==> src/rtl/output_port_scheduler.sv <==
// ==========================================================================
// output_port_scheduler: 5-way round-robin output port arbiter with credit
// flow control and flush; OUTPUT_PORT_SCHED_CACHE_PRIO_EN gives CACHE strict priority.  Rev 1.0
// ==========================================================================
`default_nettype none

`ifndef NETWORK_ADDRESS_WIDTH
`define NETWORK_ADDRESS_WIDTH 4
`endif
`ifndef CACHE_BANK_ADDRESS_WIDTH
`define CACHE_BANK_ADDRESS_WIDTH 2
`endif
`ifndef DATA_WIDTH
`define DATA_WIDTH 16
`endif

module output_port_scheduler #(
   parameter int DEST_W  = `NETWORK_ADDRESS_WIDTH + `CACHE_BANK_ADDRESS_WIDTH,
   parameter int REQ_W   = `NETWORK_ADDRESS_WIDTH,
   parameter int DATA_W  = `DATA_WIDTH,
   parameter int CREDITS = 4,
   parameter int FLIT_W  = DEST_W + REQ_W + 2 + DATA_W
) (
   input  logic                clk_i,
   input  logic                reset_i,
   input  logic [4:0]          req_valid_i,
   input  logic [5*FLIT_W-1:0] req_flit_i,
   output logic [4:0]          req_ready_o,
   output logic                out_valid_o,
   output logic [FLIT_W-1:0]   out_flit_o,
   input  logic                credit_return_i,
   input  logic                flush_i,
   output logic                flush_done_o,
   output logic [3:0]          credit_cnt_o,
   output logic                credit_err_o
);

   localparam logic [3:0] c_credits_max = 4'(CREDITS);

   typedef enum logic [1:0] {
      ST_ACTIVE  = 2'd0,
      ST_FLUSH   = 2'd1,
      ST_FLUSHED = 2'd2
   } state_t;

`ifdef OUTPUT_PORT_SCHED_CACHE_PRIO_EN
   localparam int PTR_W = 2;
`else
   localparam int PTR_W = 3;
`endif

   state_t              state_q;
   logic [PTR_W-1:0]    ptr_q;
   logic [PTR_W-1:0]    ptr_d;
   logic                out_valid_q;
   logic [FLIT_W-1:0]   out_flit_q;
   logic [3:0]          credit_cnt_q;
   logic [3:0]          credit_cnt_d;
   logic                credit_err_q;
   logic                flush_done_q;

   logic                w_found;
   logic [2:0]          w_sel;
   logic [4:0]          w_grant;
   logic                w_err_set;
   logic [FLIT_W-1:0]   w_flit;
`ifdef OUTPUT_PORT_SCHED_CACHE_PRIO_EN
   logic [1:0]          w_ring;
`else
   logic [3:0]          w_ring;
`endif

   // First valid requester at or after ptr; grants only while ACTIVE with a credit.
   always_comb begin
      w_found = 1'b0;
      w_sel   = 3'd0;
      w_ring  = '0;
      w_grant = 5'd0;
      if (state_q == ST_ACTIVE && credit_cnt_q != 4'd0) begin
`ifdef OUTPUT_PORT_SCHED_CACHE_PRIO_EN
         if (req_valid_i[4]) begin
            w_found = 1'b1;
            w_sel   = 3'd4;
         end else begin
            for (int k = 0; k < 4; k++) begin
               w_ring = ptr_q + 2'(k);
               if (!w_found && req_valid_i[w_ring]) begin
                  w_found = 1'b1;
                  w_sel   = {1'b0, w_ring};
               end
            end
         end
`else
         for (int k = 0; k < 5; k++) begin
            w_ring = {1'b0, ptr_q} + 4'(k);
            if (w_ring >= 4'd5) begin
               w_ring = w_ring - 4'd5;
            end
            if (!w_found && req_valid_i[w_ring[2:0]]) begin
               w_found = 1'b1;
               w_sel   = w_ring[2:0];
            end
         end
`endif
         if (w_found) begin
            w_grant = 5'd1 << w_sel;
         end
      end
   end

   // CACHE grants leave the N/S/E/W ring pointer untouched in priority mode.
   always_comb begin
      ptr_d = ptr_q;
      if (w_found) begin
`ifdef OUTPUT_PORT_SCHED_CACHE_PRIO_EN
         if (w_sel != 3'd4) begin
            ptr_d = w_sel[1:0] + 2'd1;
         end
`else
         ptr_d = (w_sel == 3'd4) ? 3'd0 : w_sel + 3'd1;
`endif
      end
   end

   assign w_flit = req_flit_i[int'(w_sel)*FLIT_W +: FLIT_W];

   always_comb begin
      credit_cnt_d = credit_cnt_q;
      w_err_set    = 1'b0;
      if (w_found && !credit_return_i) begin
         credit_cnt_d = credit_cnt_q - 4'd1;
      end else if (!w_found && credit_return_i) begin
         if (credit_cnt_q == c_credits_max) begin
            w_err_set = 1'b1;
         end else begin
            credit_cnt_d = credit_cnt_q + 4'd1;
         end
      end
   end

   always_ff @(posedge clk_i) begin
      if (reset_i) begin
         state_q      <= ST_ACTIVE;
         ptr_q        <= '0;
         out_valid_q  <= 1'b0;
         out_flit_q   <= '0;
         credit_cnt_q <= c_credits_max;
         credit_err_q <= 1'b0;
         flush_done_q <= 1'b0;
      end else begin
         out_valid_q  <= w_found;
         if (w_found) begin
            out_flit_q <= w_flit;
         end
         ptr_q        <= ptr_d;
         credit_cnt_q <= credit_cnt_d;
         if (w_err_set) begin
            credit_err_q <= 1'b1;
         end
         case (state_q)
            ST_ACTIVE: begin
               if (flush_i) begin
                  state_q <= ST_FLUSH;
               end
            end
            ST_FLUSH: begin
               // Drained: park if flush is still requested, otherwise resume directly.
               if (credit_cnt_d == c_credits_max) begin
                  if (flush_i) begin
                     state_q      <= ST_FLUSHED;
                     flush_done_q <= 1'b1;
                  end else begin
                     state_q <= ST_ACTIVE;
                  end
               end
            end
            ST_FLUSHED: begin
               if (!flush_i) begin
                  state_q      <= ST_ACTIVE;
                  flush_done_q <= 1'b0;
               end
            end
            default: begin
               state_q      <= ST_ACTIVE;
               flush_done_q <= 1'b0;
            end
         endcase
      end
   end

   assign req_ready_o  = w_grant;
   assign out_valid_o  = out_valid_q;
   assign out_flit_o   = out_flit_q;
   assign credit_cnt_o = credit_cnt_q;
   assign credit_err_o = credit_err_q;
   assign flush_done_o = flush_done_q;

endmodule

`default_nettype wire

==> config.mk <==
export PLATFORM = sky130hd
export DESIGN_NAME = output_port_scheduler
export DESIGN_NICKNAME = d
export VERILOG_FILES = /design/src/rtl/output_port_scheduler.sv
export SDC_FILE = /design/constraint.sdc
export NUM_CORES = 1
export LEC_CHECK = 0
export ABC_AREA = 0
export ABC_CLOCK_PERIOD_IN_PS = 5700
export BUFFER_PORTS_ARGS = -buffer_cell sky130_fd_sc_hd__buf_2
export CORE_MARGIN = 2
export CORE_UTILIZATION = 37
export CTS_CLUSTER_DIAMETER = 120
export DETAILED_ROUTE_END_ITERATION = 12
export PLACE_DENSITY = 0.71
export SYNTH_ARGS = -nofsm -noshare
export SYNTH_HDL_FRONTEND = slang
export SYNTH_SLANG_ARGS = --single-unit
==> constraint.sdc <==
create_clock -name clk_i -period 5.7 [get_ports clk_i]
set_input_delay 0.855 -clock clk_i [delete_from_list [all_inputs] [get_ports clk_i]]
set_output_delay 0.855 -clock clk_i [all_outputs]
set_load 0.02 [all_outputs]
==> impl_metrics.ini <==
[routing]
drc = 0
viasPerCell = 5.85
dr.pass1.iters = 5
ant_nets = 0
wl_um = 15300
drt_iter0_markers = 398
wire_per_inst_um = 16.9
vias = 5298

[clock_tree]
cts_hold_buf = 0
ctsResizeCount = 0
htreeDepth = 2
clock_sinks = 40
cts_tree = built
cts_setup_buffers = 0
cts_buffer_depth = 2
clk-insertion-delay-late_ns = 0.28
numCtsBuffers = 5
root_buffer = clkbuf_16
clk_pin_slew_worst_paths_ns = 0.06

[logic_synthesis]
synthDistinctLibCells = 77
synthesis.nets = 771
ys_seq_area_share_pct = 18.9
synth_ff_type = dfxtp_1
async_flop_share_pct = 0
ys_warn_count = 0
netlist_area_um2 = 4240
synth-seq-cells = 40
synth-edff-count = 0
syn_avg_cell_area_um2 = 6.96
synth_cells = 609

[floorplan]
die-area_um2 = 12300
num_io_pins = 189
die_h_um = 111
rows = 39
die_x_um = 111
core-area_um2 = 11300
initial_utilization_pct = 37.5

[timing]
tightest_slew_ns = 0.914
clock.fmax_ghz = 0.186
fin_tns_setup_ns = 0
period_needed_ns = 5.38
final-max-slew-violation-count = 0
rsz0062_at_grt = no
slew-limit-headroom_pct = 39.1
fin_crit_sh_pct = 94.4
fin_worst_skew_ns = 0.00441
final-setup-viol-count = 0
hold_violations = 0

[grt]
grt_antenna_before_repair = 0
gr-total-overflow = 0
use_met1_pct = 30.9
grtUsageMet2_pct = 41.4
grtUsageTotal_pct = 24.2
grt_pass1_wl_um = 25200
grt_max_degree = 58
grt_use_met3_pct = 5.58
busiest_layer = met2
grt_pass1_vias = 5056

[setup_path]
r2r-end = ptr_q[2]$_SDFFE_PP0N_
crit_buf_inv = 2
cp.arrival_ns = 4.52
required_ns = 4.85
end_kind = output port
path_cells = inv_1 -> ha_1 -> ha_1 -> a21oi_4 -> mux2_1 -> a32oi_1 -> a31oi_1 -> a2111oi_1 -> o21a_1 -> nor2_1 -> nor2_1 -> buf_2
worst-r2r-setup-slack_ns = 0.72
r2r_start = ptr_q[1]$_SDFFE_PP0N_
slowest_delay_ns = 0.72
worst_path_max_delay_cell = a2111oi_1
critPathKind = flop to output port
cp_top_family = compound AO/OA/AOI/OAI gates
crit_start = ptr_q[0]$_SDFFE_PP0N_
start_kind = flop
crit_fanout = 15
r2r.worst_path.cells = 15

[hold_path]
hold_path.startpoint = credit_err_o$_SDFFE_PP0P_
whs_endpoint = credit_err_o$_SDFFE_PP0P_
hold_class = flop to flop
hold_depth = 2

[finish]
final_common_cell = buf_2
syn2layout_area_growth_pct = 26.8
nets = 924
final_cell_mix = buf_2 (188), nor2_1 (76), a21oi_1 (66), o21ai_0 (65), nand3_1 (63)
antenna_cells = 0
drive_above_1_share_pct = 30.4

[place]
place_congestion = 0.932
dp_hpwl_um = 10800
portBuffers = 188

[status]
outcome = finished, final reports clean

[flow_run]
cap_violations = 0
[layer usage]
metal / vias up / wire [um]
met5: - / 0
met4: 0 / 269
met3: 25 / 1320
met2: 256 / 7360
met1: 2463 / 6350
li1: 2554 / -
[through the flow]
| stage | setup slack, ns | hold slack [ns] | utilization (%) | instance area (um2) | std cells |
|---|---|---|---|---|---|
| finish | 0.321 | 0.498 | 47.5 | 5380 | 906 |
| global route | 0.0661 | 0.519 | 47.5 | 5380 | 906 |
| CTS | 0.226 | 0.501 | 47.5 | 5380 | 906 |
| detailed placement | 0.538 | 0.484 | 46.0 | 5210 | 898 |
| global placement | 0.672 | 0.481 | 46.0 | 5210 | 898 |
| floorplan | 1.03 | 0.455 | - | 4240 | 609 |
[kinds of logic after synthesis]
logic type | count (synthesis) | synth area share [%]
xor+xnor | 3 | 0.620
flops | 40 | 18.9
fa+ha+maj | 14 | 4.25
compound gates | 253 | 40.2
buf+inv | 69 | 7.46
simple gates | 218 | 25.0
mux | 12 | 3.57
[cell usage after synthesis, types with 5 or more instances]
library cell  instances  area, um2
buf_2                13       65.1
o21ai_0              65        325
nand2_1              23       86.3
inv_1                17       63.8
clkbuf_1             29        109
o31a_1               28        245
nand2b_1             12       75.1
and2_1                5       31.3
buf_4                 7       52.6
mux2i_1               8       80.1
nand3_1              63        315
a21oi_1              66        330
a21o_1               28        210
dfxtp_1              40        801
o211ai_1              6       45.0
ha_1                 12        150
nor2b_1               6       37.5
nor2_1               78        293
or3_1                 5       31.3
[worst max path at each step]
stage | end | cells past startpoint
after global placement | req_ready_o[0] | 12
after CTS | req_ready_o[0] | 12
after global routing | req_ready_o[0] | 12
after floorplan | req_ready_o[1] | 15
after detailed placement | req_ready_o[0] | 12
final | req_ready_o[0] | 12
[layout make-up]
class                           instances  area, um2
Inverter                               17       63.8
Timing Repair Buffer                  198       1020
Clock inverter                          3       42.5
Clock buffer                            5        125
Multi-Input combinational cell        500       3150
Fill cell                            1210       5940
Sequential cell                        40        801
Tap cell                              143        179
[worst register-to-register path: stages, from the launching register on]
cell	delay [ns]
dfxtp_1	0.66
inv_1	0.23
ha_1	0.64
o21ai_0	0.22
and2_1	0.24
a221oi_1	0.59
or2_1	0.30
o211ai_1	0.10
a21boi_0	0.39
nand2b_1	0.49
buf_4	0.37
inv_1	0.08
ha_1	0.21
nor2_1	0.09
nand2_1	0.06
a311oi_1	0.23
[registers in the layout, summed over array words and instances, names as in the netlist]
signal        flops
credit_cnt_o      4
out_flit_o       28
ptr_q             3
credit_err_o      1
out_valid_o       1
flush_done_o      1
state_q           2
Power is not shown: default switching activity piles up to over one toggle a cycle in this logic, so the estimate is an artifact.
